$ cat src/rtl/vcd_trig_gen.sv
// vcd_trig_gen: turns software start/stop writes to the dump-control scratch register
// into a clean trig_o window. Optional auto-stop enabled by macro VCD_TRIG_TIMEOUT_EN.
module vcd_trig_gen #(
  parameter int unsigned          AddrWidth       = 32,
  parameter int unsigned          DataWidth       = 32,
  parameter logic [AddrWidth-1:0] TrigAddr        = AddrWidth'(32'h0000_0008),
  parameter int unsigned          MinHoldCycles   = 16,
  parameter int unsigned          CooldownCycles  = 2,
  parameter int unsigned          MaxWindowCycles = 0
) (
  input  logic                 clk_i,
  input  logic                 rst_ni,
  input  logic                 en_i,
  input  logic                 reg_wr_valid_i,
  input  logic [AddrWidth-1:0] reg_wr_addr_i,
  input  logic [DataWidth-1:0] reg_wr_data_i,
  output logic                 trig_o,
  output logic [7:0]           window_id_o,
  output logic [31:0]          window_cycles_o,
  output logic                 pending_o,
  output logic                 timeout_o
);

  localparam int unsigned      CoolW    = (CooldownCycles > 2) ? $clog2(CooldownCycles) : 1;
  localparam logic [CoolW-1:0] CoolLast = CoolW'(CooldownCycles - 1);
  localparam logic [31:0]      MinHoldW = 32'(MinHoldCycles);

  typedef enum logic [1:0] {IDLE, ACTIVE, HOLD, COOLDOWN} state_e;

  state_e           state_q, state_d;
  logic             trig_q, trig_d;
  logic [31:0]      cnt_q, cnt_d;
  logic [7:0]       id_q, id_d;
  logic             pend_q, pend_d;
  logic [CoolW-1:0] cool_q, cool_d;
  logic             to_q, to_d;

  logic        acc, start_wr, stop_wr, held_min, cool_done, pend_eff, open_win, timeout_hit;
  logic [31:0] cnt_inc;

  logic unused_data;
  assign unused_data = ^reg_wr_data_i[DataWidth-1:1];

  // cnt_inc is the high-cycle count including the cycle ending at this edge
  always_comb begin
    acc       = en_i & reg_wr_valid_i & (reg_wr_addr_i == TrigAddr);
    start_wr  = acc &  reg_wr_data_i[0];
    stop_wr   = acc & ~reg_wr_data_i[0];
    cnt_inc   = (cnt_q == '1) ? cnt_q : cnt_q + 32'd1;
    held_min  = (cnt_inc >= MinHoldW);
    cool_done = (cool_q == CoolLast);
    pend_eff  = en_i & (start_wr | (pend_q & ~stop_wr));
  end

`ifdef VCD_TRIG_TIMEOUT_EN
  localparam int unsigned EffMax = (MaxWindowCycles > MinHoldCycles) ? MaxWindowCycles
                                                                      : MinHoldCycles;
  localparam logic [31:0] MaxW   = 32'(EffMax);
  assign timeout_hit = (MaxWindowCycles != 0) && (cnt_inc >= MaxW);
`else
  logic unused_max;
  assign unused_max  = ^(32'(MaxWindowCycles));
  assign timeout_hit = 1'b0;
`endif

  always_comb begin
    state_d  = state_q;
    cnt_d    = trig_q ? cnt_inc : cnt_q;
    id_d     = id_q;
    pend_d   = 1'b0;
    cool_d   = cool_q;
    to_d     = to_q;
    open_win = 1'b0;
    unique case (state_q)
      IDLE: open_win = start_wr;
      ACTIVE: begin
        if (!en_i || (stop_wr && held_min)) state_d = COOLDOWN;
        else if (stop_wr)                   state_d = HOLD;
        else if (timeout_hit) begin
          state_d = COOLDOWN;
          to_d    = 1'b1;
        end
      end
      // reaching MinHold beats a cancelling start on the same edge
      HOLD: begin
        if (!en_i || held_min) state_d = COOLDOWN;
        else if (start_wr)     state_d = ACTIVE;
      end
      COOLDOWN: begin
        if (!cool_done) begin
          cool_d = cool_q + CoolW'(1);
          pend_d = pend_eff;
        end else if (pend_eff) begin
          open_win = 1'b1;
        end else begin
          state_d = IDLE;
        end
      end
      default: state_d = IDLE;
    endcase
    if (open_win) begin
      state_d = ACTIVE;
      cnt_d   = '0;
      id_d    = id_q + 8'd1;
    end
    if ((state_d == COOLDOWN) && (state_q != COOLDOWN)) cool_d = '0;
    trig_d = (state_d == ACTIVE) || (state_d == HOLD);
  end

  always_ff @(posedge clk_i) begin
    if (!rst_ni) begin
      state_q <= IDLE;
      trig_q  <= 1'b0;
      cnt_q   <= '0;
      id_q    <= '0;
      pend_q  <= 1'b0;
      cool_q  <= '0;
      to_q    <= 1'b0;
    end else begin
      state_q <= state_d;
      trig_q  <= trig_d;
      cnt_q   <= cnt_d;
      id_q    <= id_d;
      pend_q  <= pend_d;
      cool_q  <= cool_d;
      to_q    <= to_d;
    end
  end

  assign trig_o          = trig_q;
  assign window_id_o     = id_q;
  assign window_cycles_o = cnt_q;
  assign pending_o       = pend_q;
  assign timeout_o       = to_q;

endmodule

$ cat config.mk
export PLATFORM = sky130hd
export DESIGN_NAME = vcd_trig_gen
export DESIGN_NICKNAME = d
export VERILOG_FILES = /design/src/rtl/vcd_trig_gen.sv
export SDC_FILE = /design/constraint.sdc
export NUM_CORES = 1
export LEC_CHECK = 0
export CAP_MARGIN = 15
export CORE_MARGIN = 2
export CORE_UTILIZATION = 46
export DETAILED_ROUTE_END_ITERATION = 10
export GPL_ROUTABILITY_DRIVEN = 0
export PLACE_DENSITY = 0.81
export SLEW_MARGIN = 40
export SYNTH_ARGS = -nofsm -noshare
export SYNTH_HDL_FRONTEND = slang
export SYNTH_SLANG_ARGS = --single-unit
$ cat constraint.sdc
create_clock -name clk_i -period 3.8 [get_ports clk_i]
set_input_delay 0.76 -clock clk_i [delete_from_list [all_inputs] [get_ports clk_i]]
set_output_delay 0.76 -clock clk_i [all_outputs]
set_load 0.01 [all_outputs]
# --- Word level (Yosys, flattened, before mapping) ---
# Cells that the tools add are included.
classes:
  muxes: 13
  bitwise_logic: 11
  addsub: 3
  n_lt_le_gt_ge: 1
  reduce_logical: 10
  n_eq_ne: 9
ops:
  columns: ["op", "n"]
  rows:
  - ["32-bit by 1-bit adder with 32-bit output, second input constant", 1]
  - ["32-bit equality test, second input constant", 1]
  - ["32-bit by 4-bit equality test with 1-bit output, second input constant", 1]
  - ["32-bit by 5-bit >= comparator with 1-bit output, second input constant", 1]
  - ["32-bit 2-to-1 mux", 1]
  - ["2-bit 2-to-1 mux", 7]
  - ["8-bit by 1-bit adder with 8-bit output, second input constant", 1]
  - ["2-bit equality test, second input constant", 4]
  - ["1-bit AND", 6]
  - ["2-bit one-hot mux with 3 select lines", 1]
  - ["2-bit by 1-bit equality test with 1-bit output, second input constant", 2]
  - ["1-bit NOT", 4]
  - ["2-bit OR reduction", 2]
  - ["1-bit logical OR", 3]
  - ["1-bit 2-to-1 mux", 3]
  - ["3-bit OR reduction", 1]
  - ["1-bit logical AND", 2]
  - ["2-bit logical NOT", 1]
  - ["2-bit inequality test, second input constant", 1]
  - ["1-bit one-hot mux with 2 select lines", 1]
  - ["1-bit adder, second input constant", 1]
  - ["1-bit logical NOT", 1]
  - ["1-bit bitwise OR", 1]
totals:
  word_cells: 53
  ff_bits: 45

# --- Logic depth before layout (Yosys ltp) ---
logic_depth:
  word_depth: 14
  depth_mapped: 13

# --- Least setup slack after synthesis ---
# No wires, ideal clock.
synth_path:
  kind: "input-to-reg"
  start: "input port reg_wr_addr_i[19]"
  end: "register trig_q, in the netlist trig_o"
  path_stages: 10
  path_buffers: 1
  t_required_ps: 3685
  setup_ps: 115
  arrival_time_ps: 2940
  path_slack_ps: 745
  cell_sequence: "nor4_1 > nand3_1 > or4_4 > a2111oi_2 > o21bai_2 > buf_6 > o32ai_1 > nor2_1 > ha_1 > and2_1"
synth_via:
  elab_chain_len: 13
  elab_cells_between_ends: 24
  cone_classes: "3 x eq/ne; 11 x mux; 7 x bitwise; 3 x reduce/logical"
synth_rtl:
  columns: ["element", "line_no", "source"]
  rows:
  - ["start, declared", "15", "input logic [AddrWidth-1:0] reg_wr_addr_i,"]
  - ["32-bit by 4-bit equality test with 1-bit output (*)", "46", "acc = en_i & reg_wr_valid_i & (reg_wr_addr_i == TrigAddr);"]
  - ["1-bit AND (*)", "46", null]
  - ["1-bit AND", "48", "stop_wr = acc & ~reg_wr_data_i[0];"]
  - ["1-bit NOT", "52", "pend_eff = en_i & (start_wr | (pend_q & ~stop_wr));"]
  - ["1-bit AND", "52", null]
  - ["1-bit bitwise OR", "52", null]
  - ["1-bit AND", "52", null]
  - ["2-bit 2-to-1 mux or 1-bit 2-to-1 mux (tied branches)", "93", "end else if (pend_eff) begin"]
  - ["2-bit 2-to-1 mux or 1-bit 2-to-1 mux (tied branches)", "90", "if (!cool_done) begin"]
  - ["2-bit one-hot mux with 3 select lines or 1-bit one-hot mux with 2 select lines (tied branches)", "74", "unique case (state_q)"]
  - ["2-bit 2-to-1 mux (*)", "101", "if (open_win) begin"]
  - ["named net state_d[0]", "30", "state_e state_q, state_d;"]
  - ["2-bit by 1-bit equality test with 1-bit output or 2-bit equality test (tied branches)", "107", "trig_d = (state_d == ACTIVE) || (state_d == HOLD);"]
  - ["1-bit logical OR (*)", "107", null]
  - ["named net trig_d", "31", "logic trig_q, trig_d;"]
  - ["end signal, assigned", "121", "trig_q <= trig_d;"]
  - ["end, declared", "31", null]
# The timed path passes the listed nets; every way through them passes the cells marked *.
# A chain may end at the register's enable or synchronous reset.

# --- Worst setup path after layout ---
layout_path:
  start: "input port reg_wr_addr_i[25]"
  end: "register cnt_q[4], in the netlist window_cycles_o[4]"
layout_via:
  elab_chain_len: 11
  elab_cells_between_ends: 12
  cone_classes: "1 x eq/ne; 3 x mux; 7 x bitwise; 1 x reduce/logical"
layout_rtl:
  columns: ["element", "line_no", "source"]
  rows:
  - ["32-bit by 4-bit equality test with 1-bit output (*)", "46", null]
  - ["1-bit AND (*)", "46", null]
  - ["1-bit AND", "48", null]
  - ["1-bit NOT", "52", null]
  - ["1-bit AND", "52", null]
  - ["1-bit bitwise OR", "52", null]
  - ["1-bit AND", "52", null]
  - ["1-bit 2-to-1 mux", "93", null]
  - ["1-bit 2-to-1 mux", "90", null]
  - ["1-bit one-hot mux with 2 select lines (*)", "74", null]
  - ["2-bit OR reduction (no source line) (*)", null, null]
  - ["end signal, assigned", "122", "cnt_q <= cnt_d;"]
  - ["end, declared", "32", "logic [31:0] cnt_q, cnt_d;"]
# Every way passes the cells marked *; elsewhere a longest branch is shown, timed or not.

==> impl_metrics.toml <==
[worst_setup_path]
critical_path_class = "input pin to register"
slowest_stage = "or4_4"
worstSetupEndpointType = "register"
cp_max_fo = 32
cp.required_ns = 4.01
crit_path_max_incr_delay_ns = 0.56
start_kind = "input pin"
cp.arrival_ns = 3.44
cp_cell_sequence = "clkdlybuf4s50_1, nor4_1, nand3_1, or4_4, a2111oi_2, o21bai_2, buf_4, or2_2, buf_12, nor2_1"

[power]
p_leak_nw = 1.42
power_frac_seq_pct = 45.8
power_frac_comb_pct = 26.9
intPower_w = 0.000772
swShare_pct = 32.2
power_density_mw_per_mm2 = 275
power_frac_clock_pct = 27.3
ir_drop_mv = 0.155
power.switching_w = 0.000367

[clocking]
cts_tree = "built"
root_buffer = "clkbuf_8"
clock_path_buffers = 2
clkLatencyLatePin_ns = 0.31
htree_levels = 2
hold_buffers = 0
cts_setup_buffers = 0
post_cts_resized = 0
cts_buffers = 5
clk_pin_slew_ns = 0.09
clock_sinks = 45

[route]
viasPerCell = 5.75
drtIter0Drc = 280
route.detailed.drc = 0
dr_total_vias = 3279
drt_wl_total_mm = 8.28
dr.pass1.iters = 5
ant_nets = 0
avgRoutedWirePerCell_um = 14.5

[floorplanning]
core_region_area_mm2 = 0.00683
fp.dieH_um = 88.2
rows = 30
initial_core_util_pct = 47.7
fp.dieArea_mm2 = 0.00777
pin_count = 111
fp.dieW_um = 88.2

[sta]
finalSetupViolations = 0
final.min_clock_period_ns = 3.24
fin_tns_setup_ns = 0
finClkSkew_ns = 0.00812
final_hold_viol_count = 0
fmax_mhz = 309
max_slew_margin_pct = 53.7
tightest_slew_ns = 0.690
min_period_over_period_pct = 85.2
setup_ws_ns = 0.563
slew_violations = 0
rsz0062_at_grt = "no"
hold-worst-slack_ns = 0.462

[global_route]
grt_pass1_wl_mm = 13.6
antenna_found_initial = 0
grt_max_degree = 33
grt_usage_pct = 21.7
grt_overflow = 0
grt_pass1_vias = 3027

[logic_synthesis]
avgSynthCellArea_um2 = 7.91
yosysUniqueCellTypes = 63
synth-edff-count = 0
ys_seq_elements = 45
synth_area_leaders = "dfxtp_1, nor2_1, xnor2_1"
syn_area_mm2 = 0.00326
synth_seq_area_share_pct = 27.6
synth_top_cell_area_share_pct = 27.6
synth_top_area_cell = "dfxtp_1"
netlist_instances = 412
yosysWarnings = 0
synthArstFlopShare_pct = 0
syn_nets = 488
ys.flop_type = "dfxtp_1"

[outcome]
status = "complete, no violations"

[placement]
place_hpwl_mm = 6.40
placed_cell_area_mm2 = 0.00405
port_buffers = 78
dp_slack_ns = 0.233

[finish]
syn_to_final_growth_pct = 27.1
n_antenna_cell = 0
fin_util_pct = 60.6
nNetsFinal = 549
final_area_mm2 = 0.00414
drive_gt1_share_pct = 8.23

[hold_path]
hp-class = "register to register"

[job]
drv_cap = 0
## cells by family after synthesis
logic type / after synthesis / synth area share, %
mux: 3 / 0.960
compound gates: 51 / 12.1
simple gates: 215 / 37.2
flops: 45 / 27.6
fa+ha+maj: 8 / 3.07
buf+inv: 43 / 6.60
other cells: 1 / 0.115
xor+xnor: 46 / 12.4
## power by group through the flow
stage          Combinational (W)  Sequential (W)  Clock [W]
6_report                0.000307        0.000522   0.000310
4_1_cts                 0.000309        0.000521   0.000321
2_1_floorplan           0.000207        0.000522          0
5_1_grt                 0.000343        0.000525   0.000335
3_5_place_dp            0.000308        0.000533          0
3_3_place_gp            0.000300        0.000531          0
## synth_stat cells, types with 11 or more instances
master,number
xnor2_1,23
xor2_1,23
nand4_1,19
nand2_1,27
nor2_1,66
dfxtp_1,45
nor3_1,15
and3_1,11
nand3_1,20
inv_1,13
## path summary, 6_finish.rpt
check	startpoint	endpoint	slack (ns)	cells after the start
worst min-delay path	cool_done$_SDFFE_PP0N_	pending_o$_SDFF_PP0_	0.46	1
worst min register to register	cool_done$_SDFFE_PP0N_	pending_o$_SDFF_PP0_	0.46	1
worst max-delay path	reg_wr_addr_i[25]	window_cycles_o[4]$_SDFFE_PP0P_	0.56	10
worst max register to register	window_cycles_o[28]$_SDFFE_PP0P_	trig_o$_SDFF_PN0_	0.60	10
## registers in the layout, indices dropped and copies added, names as in the netlist
register / flops
pending_o: 1
window_id_o: 8
cool_done: 1
state_q: 2
window_cycles_o: 32
trig_o: 1
## placed cells by master (no fill, tap or decap), drive strengths merged, types with 4 or more instances in the layout
| cell type | Yosys | final |
|---|---|---|
| nand3 | 21 | 21 |
| a211oi | 4 | 4 |
| xor2 | 23 | 23 |
| xnor2 | 23 | 23 |
| ha | 8 | 8 |
| nand2 | 27 | 27 |
| or4 | 5 | 5 |
| buf | 19 | 6 |
| and3 | 11 | 11 |
| clkbuf | 11 | 5 |
| dfxtp | 45 | 45 |
| a21oi | 10 | 10 |
| clkdlybuf4s50 | 0 | 78 |
| inv | 13 | 14 |
| nand4 | 22 | 22 |
| and4 | 4 | 4 |
| nor2 | 66 | 66 |
| and2 | 8 | 8 |
| o21ai | 7 | 7 |
| nor4 | 16 | 16 |
| nand2b | 4 | 4 |
| nor3 | 15 | 15 |
| or3 | 4 | 4 |
| or2 | 4 | 4 |
## through the flow
stage | instances | power [W]
final | 570 | 0.00114
after global routing | 570 | 0.00120
after CTS | 570 | 0.00115
after detailed placement | 562 | 0.000840
after global placement | 562 | 0.000831
after floorplan | 412 | 0.000730
## layout make-up
class,count,area [um^2]
clock buffers,5,68.8
clock inverters,3,21.3
fillers,627,2690
inverters,13,48.8
multi-input cells,324,2140
flip-flops and latches,45,901
well taps,96,120
repair buffers,84,838
## worst max-delay path: cells and delay by family
family | cells | cell delay (ns)
AO/OA/AOI/OAI | 2 | 0.62
buffers and inverters | 3 | 0.80
AND/OR/NAND/NOR | 5 | 1.24
## per-layer routing
metal	up-vias	part of all wire (%)	global-route usage (%)	wire [um]
li1	1585	-	-	-
met1	1507	42	26.8	3440
met2	162	48	37.9	3980
met3	25	8.1	4.52	672
met4	0	2.2	6.61	181
met5	-	0	0	0
Note: power is estimated with default switching activity, not from simulation.
